`src/rtl/shift_left_logical_seq.sv`:
```
// Sequential logical-left shifter (RV32 SLL/SLLI) with valid/ready on both sides.
// The shift runs as five binary stages (16, 8, 4, 2, 1), one per clock, on a
// registered working value.
// Optional build macro: SLL_EARLY_EXIT_EN. When defined, the shifter skips the
// trailing stages whose shift-amount bits are all zero. Results are the same;
// only latency changes.
module shift_left_logical_seq #(
  parameter int unsigned WIDTH   = 32,
  parameter int unsigned SHAMT_W = 5
) (
  input  logic               clk,
  input  logic               rst,
  input  logic               in_valid,
  output logic               in_ready,
  input  logic [WIDTH-1:0]   In,
  input  logic [SHAMT_W-1:0] ShAm,
  output logic               out_valid,
  input  logic               out_ready,
  output logic [WIDTH-1:0]   Out
);

  localparam int unsigned CNT_W = $clog2(SHAMT_W) + 1;
  localparam logic [CNT_W-1:0] LAST_STAGE = CNT_W'(SHAMT_W - 1);

  typedef enum logic [1:0] {
    IDLE  = 2'd0,
    SHIFT = 2'd1,
    DONE  = 2'd2
  } state_t;

  state_t             state, state_nxt;
  logic [WIDTH-1:0]   work, work_nxt;
  logic [SHAMT_W-1:0] shamt, shamt_nxt;
  logic [CNT_W-1:0]   cnt, cnt_nxt;
  logic [CNT_W-1:0]   stage_idx;
  logic [SHAMT_W-1:0] stage_dist;
`ifdef SLL_EARLY_EXIT_EN
  logic [SHAMT_W-1:0] low_mask;
`endif

  // Next-state, next working value and stage bookkeeping.
  always_comb begin
    state_nxt  = state;
    work_nxt   = work;
    shamt_nxt  = shamt;
    cnt_nxt    = cnt;
    // Stage k handles shift-amount bit (SHAMT_W-1-k), i.e. distance 2^(SHAMT_W-1-k).
    stage_idx  = LAST_STAGE - cnt;
    stage_dist = SHAMT_W'(1) << stage_idx;
`ifdef SLL_EARLY_EXIT_EN
    // Amount bits below the current stage; all zero means no stage is left to do.
    low_mask   = stage_dist - SHAMT_W'(1);
`endif
    case (state)
      IDLE: begin
        if (in_valid) begin
          work_nxt  = In;
          shamt_nxt = ShAm;
          cnt_nxt   = '0;
          state_nxt = SHIFT;
`ifdef SLL_EARLY_EXIT_EN
          if (ShAm == '0) state_nxt = DONE;
`endif
        end
      end
      SHIFT: begin
        if (shamt[stage_idx[CNT_W-2:0]]) work_nxt = work << stage_dist;
        cnt_nxt = cnt + CNT_W'(1);
        if (cnt == LAST_STAGE) begin
          state_nxt = DONE;
        end
`ifdef SLL_EARLY_EXIT_EN
        else if ((shamt & low_mask) == '0) begin
          state_nxt = DONE;
        end
`endif
      end
      DONE: begin
        if (out_ready) state_nxt = IDLE;
      end
      default: state_nxt = IDLE;
    endcase
  end

  // State, datapath and registered handshake outputs; reset aborts any operation.
  always_ff @(posedge clk or posedge rst) begin
    if (rst) begin
      state     <= IDLE;
      work      <= '0;
      shamt     <= '0;
      cnt       <= '0;
      in_ready  <= 1'b1;
      out_valid <= 1'b0;
    end else begin
      state     <= state_nxt;
      work      <= work_nxt;
      shamt     <= shamt_nxt;
      cnt       <= cnt_nxt;
      in_ready  <= (state_nxt == IDLE);
      out_valid <= (state_nxt == DONE);
    end
  end

  // The result port is the working register itself.
  assign Out = work;

endmodule

```
`config.mk`:
```
export PLATFORM = sky130hd
export DESIGN_NAME = shift_left_logical_seq
export DESIGN_NICKNAME = d
export VERILOG_FILES = /design/src/rtl/shift_left_logical_seq.sv
export SDC_FILE = /design/constraint.sdc
export NUM_CORES = 1
export LEC_CHECK = 0
export ABC_CLOCK_PERIOD_IN_PS = 3800
export CAP_MARGIN = 10
export CORE_MARGIN = 8
export CORE_UTILIZATION = 40
export DETAILED_ROUTE_END_ITERATION = 10
export PLACE_DENSITY_LB_ADDON = 0.08
export RECOVER_POWER = 25
export SLEW_MARGIN = 20
export SYNTH_ARGS = -nofsm -noshare
export SYNTH_HDL_FRONTEND = slang
export SYNTH_SLANG_ARGS = --single-unit
export TNS_END_PERCENT = 30
```
`constraint.sdc`:
```
create_clock -name clk -period 3.8 [get_ports clk]
set_input_delay 0.57 -clock clk [delete_from_list [all_inputs] [get_ports clk]]
set_output_delay 0.57 -clock clk [all_outputs]
set_load 0.01 [all_outputs]
```
==> Word-level counts from Yosys, hierarchy flattened <==
Index checks and enable logic that the tools add are counted.
{ "word_totals": {"input_bits": 41, "reg_bits": 45, "elab_cells": 34, "out_inout_bits": 34} }
{ "op_classes": {"magnitude_cmp": 1, "n_reduce_logical": 6, "muxes": 11, "n_shift": 2, "eq_ne": 6, "addsub": 2} }
{ "ops": {"columns": ["cell", "count"], "rows": [
  ["2-to-1 mux 32 bit", 2],
  ["case mux 32 bit (2 select lines)", 1],
  ["left shift 32 x 5 -> 32 bit", 1],
  ["case mux 4 bit (2 select lines)", 1],
  ["2-to-1 mux 2 bit", 3],
  ["case mux 2 bit (3 select lines)", 1],
  ["left shift 1 x 4 -> 5 bit, first input constant", 1],
  ["adder 4 x 1 -> 4 bit, second input constant", 1],
  ["equality test 2 bit, second input constant", 2],
  ["equality test 4 x 3 -> 1 bit, second input constant", 1],
  ["logical NOT 2 bit", 2],
  ["< comparator 3 x 4 -> 1 bit, second input constant", 1],
  ["2-to-1 mux 4 bit", 1],
  ["!= test 2 bit, second input constant", 2],
  ["AND reduction 2 bit", 2],
  ["subtractor 3 x 4 -> 4 bit, first input constant", 1],
  ["binary-select mux 1 bit (select 3 bit)", 1],
  ["AND reduction 3 bit", 1],
  ["equality test 2 x 1 -> 1 bit, second input constant", 1],
  ["nonzero test 2 bit", 1],
  ["2-to-1 mux 1 bit", 1]
]} }

==> Logic depth before layout (Yosys ltp) <==
{ "depth": {"ltp_word": 5, "ltp_mapped": 13} }

==> Worst setup path after synthesis <==
No wires, ideal clock.
{ "synth_path": {"path_kind": "flip-flop to flip-flop", "start": "register cnt[0]", "end": "register work[31] (netlist: Out[31])", "arrival_ps": 2702, "required_time_ps": 3674, "path_buffers": 2, "path_stages_with_launch": 11, "period_less_slack_ps": 2828, "setup_time_ps": 126, "setup_slack_ps": 972, "cell_sequence": "dfrtp_1 -> buf_6 -> inv_1 -> ha_1 -> clkbuf_1 -> nor3_1 -> nand2_1 -> and3_1 -> o32a_1 -> a221o_1 -> o32a_1"} }
{ "synth_via": {"elab_chain_cells": 5} }
{ "synth_rtl": {"columns": ["element", "line_no", "text"], "rows": [
  ["start: declaration", "34", "logic [CNT_W-1:0] cnt, cnt_nxt;"],
  ["start signal: assignment", "98", "cnt <= cnt_nxt;"],
  ["subtractor 3 x 4 -> 4 bit (*)", "48", "stage_idx = LAST_STAGE - cnt;"],
  ["left shift 1 x 4 -> 5 bit / binary-select mux 1 bit (select 3 bit) (equally long branches)", "49, 67", null],
  ["left shift 32 x 5 -> 32 bit / 2-to-1 mux 1 bit (equally long branches)", "67", "if (shamt[stage_idx[CNT_W-2:0]]) work_nxt = work << stage_dist;"],
  ["2-to-1 mux 32 bit / != test 2 bit (equally long branches)", null, null],
  ["case mux 32 bit (2 select lines) / AND reduction 3 bit (equally long branches)", null, null],
  ["end signal: assignment", "96", "work <= work_nxt;"],
  ["end: declaration", "32", "logic [WIDTH-1:0] work, work_nxt;"]
]} }
Every way passes the cells marked *; elsewhere a longest branch is shown, timed or not. The select of a mux whose other input is x is not followed.
A chain may end at the register's enable or synchronous reset.

==> Worst setup path in the final report <==
Same ends and word-level chain as after synthesis.

==> results.txt <==
----------------------------------------------------
[Outcome]
  Outcome ... finished with violations
  Violations in the final reports ... capacitance limit, slew limit

[Die]
  Core area ... 10300 um^2
  Floorplan die height ... 119 um
  Number of placement rows ... 37
  Area of the die ... 14100 um^2
  Effective utilization at floorplan ... 41.1%
  Boundary Pins ... 75
  Horizontal die dimension ... 119 um

[Route]
  Wire length reported by the detailed router ... 19500 um
  Number of iterations in the first detailed-routing pass ... 6
  Number of design rule violations left after detail routing ... 0
  Post-DRT Antenna Nets ... 0
  First-iteration detailed-routing DRC count ... 815
  DR vias ... 5068
  Per-cell routed wire length ... 26.1 um
  DR vias/cell ... 6.78

[STA]
  Setup TNS ... 0 ps
  Relative slew slack ... -45.4%
  Maximum clock frequency ... 295 MHz
  RSZ-0062 raised after global routing ... false
  Number of hold-slack violations in the final timing report ... 0
  Actual slew at the worst max-slew pin ... 2170 ps
  Part of the cycle the worst path needs ... 89.3%
  Fin. max-slew vios ... 46
  Final worst path period need ... 3390 ps
  Final setup skew ... 12.4 ps
  Final setup violation count ... 0

[Logic synthesis]
  Register bit total from synthesis ... 45
  Flip-flop cell with the highest count after synthesis ... dfrtp_1
  Async S/R FF share, synth ... 100%
  Post-synthesis cell count ... 545
  Distinct cell type count of the synthesized netlist ... 65
  Post-synthesis average cell area ... 7.75 um^2
  Register area share after synthesis ... 26.7%
  Number of synthesis warnings ... 0
  Netlist Area Pre-Place ... 4220 um^2
  Nets in the synthesized netlist ... 591
  Number of enable-type register cells in the synthesized netlist ... 0

[Finish]
  Fraction of layout cells with a size suffix above 1 ... 9.82%
  Number of nets in the layout ... 656
  Filler cells ... 1041
  Signed area change from the synthesized netlist to the final layout ... 24.7%
  Number of diodes ... 0

[Clocking]
  Worst-Skew Late Latency ... 310 ps
  CTS tree ... done
  Post-CTS Setup Repair Bufs ... 0
  Clk slew on worst S/H paths ... 100 ps
  Number of buffers inserted during clock tree synthesis ... 5
  Root Buffer ... clkbuf_8
  Clk sink count ... 45
  Number of H-tree levels ... 2
  # resized after CTS ... 0
  Number of buffers added to fix hold violations after cts ... 0
  Longest Clk Path Bufs ... 2

[Placement]
  Routability Congestion ... 1.01
  Count of input and output buffers ... 74
  Detailed placer's ending HPWL ... 14600 um

[Global route]
  Remaining global-route overflow ... 0
  Antenna violations before repair ... 0
  Number of global-route vias before repair ... 4719
  Wire length of the first global-routing pass ... 29300 um
  Maximum number of pins on one net before global-route repair ... 46
  Total global routing track utilization ... 26.3%

[Flow run]
  Number of maximum-capacitance constraint violations ... 1

[Min path]
  Path class of the lowest-slack min-delay path ... flip-flop to flip-flop

[Worst setup path]
  Required arrival time at the worst endpoint ... 4050 ps
  Critical path endpoint category ... flip-flop
  Type of element launching the critical path ... flip-flop
  Peak fanout along the critical path ... 14
  Data arrival time of the critical path ... 3650 ps
  Type of the setup path with the least slack ... flip-flop to flip-flop

----------------------------------------------------
cell type report:
cell class / instances / area [um^2] / share of cell area [%]
flip-flops and latches: 45 / 1130 / 21.4
repair buffers: 102 / 951 / 18.1
inverters: 11 / 42.5 / 0.808
multi-input cells: 445 / 2860 / 54.4
well taps: 136 / 170 / 3.23
clock inverters: 3 / 43.8 / 0.832
clock buffers: 5 / 68.8 / 1.31
logic make-up after synthesis:
family                     share of synthesized area [%]
muxes                                               10.9
adders and majority gates                           1.48
xor gates and xnor gates                           0.208
AOI/OAI and AO/OA                                   36.3
and+or+nand+nor                                     18.8
DFF                                                 26.7
buffers and inverters                               5.57
per-layer routing:
layer,GRT usage [%],vias up,part of all wire (%)
met1,37.7,2434,43
met5,0,-,0
met3,6.52,58,13
met4,9.72,0,3.5
met2,37.1,354,41
li1,-,2222,-
critical path: stages, from the launching register on:
cell      delay (ps)
dfrtp_1          590
inv_1            150
ha_1             350
or3_1            630
a21oi_1          530
buf_4            310
a221oi_1          70
a311oi_1         470
o32a_1           230
flip-flops by register name, summed over array words and instances, names as in the netlist:
name / flops
Out: 32
shamt: 5
cnt: 4
state: 2
in_ready: 1
out_valid: 1
synth_stat cells (5+ instances only):
library cell	count	share of area, %
a22oi_1	21	3.7
mux2i_1	27	6.4
nand3_1	12	1.4
nor2_1	44	3.9
a21o_1	9	1.6
nor3_1	15	1.8
a211oi_1	9	1.6
nand2_1	85	7.6
mux2_2	11	2.9
buf_2	11	1.3
o211ai_1	12	2.1
ha_1	5	1.5
nor2b_1	6	0.89
a2bb2oi_1	5	1.0
a221o_1	5	1.2
a31oi_1	11	1.6
clkbuf_1	28	2.5
a221oi_1	10	2.1
o22ai_1	11	1.6
inv_1	11	0.98
a21oi_1	32	3.8
dfrtp_1	44	26
o21ai_0	36	4.3
path summary, 6_finish.rpt:
path,start,to,slack (ps),depth (start not counted)
min in group asynchronous,rst,Out[2],1270,2
max reg2reg,cnt[0],Out[31],410,8
min reg2reg,shamt[0],shamt[0],490,2
max,cnt[0],Out[31],410,8
max in group asynchronous,rst,Out[22],1540,2
min,shamt[0],shamt[0],490,2
per-stage QoR:
step                      utilization (%)  cells  worst slack [ps]  hold WS, ps  cell area [um^2]
after floorplan                         -    545               972          438              4220
after global placement               50.1    739               576          468              5150
after detailed placement             50.1    739               497          472              5150
after CTS                            51.2    747               476          495              5270
after global routing                 51.2    747               168          526              5270
final                                51.2    747               408          490              5270
cells in the final DEF, fill, tap and decap left out, drive strengths merged, types with 12 or more instances in the layout:
cell	instances
nand2	85
clkdlybuf4s50	72
dfrtp	44
nor2	44
o21ai	39
a21oi	33
buf	28
mux2i	27
a22oi	21
nor3	15
o211ai	12
nand3	12
Power is not shown: default switching activity piles up to over one toggle a cycle in this logic, so the estimate is an artifact.
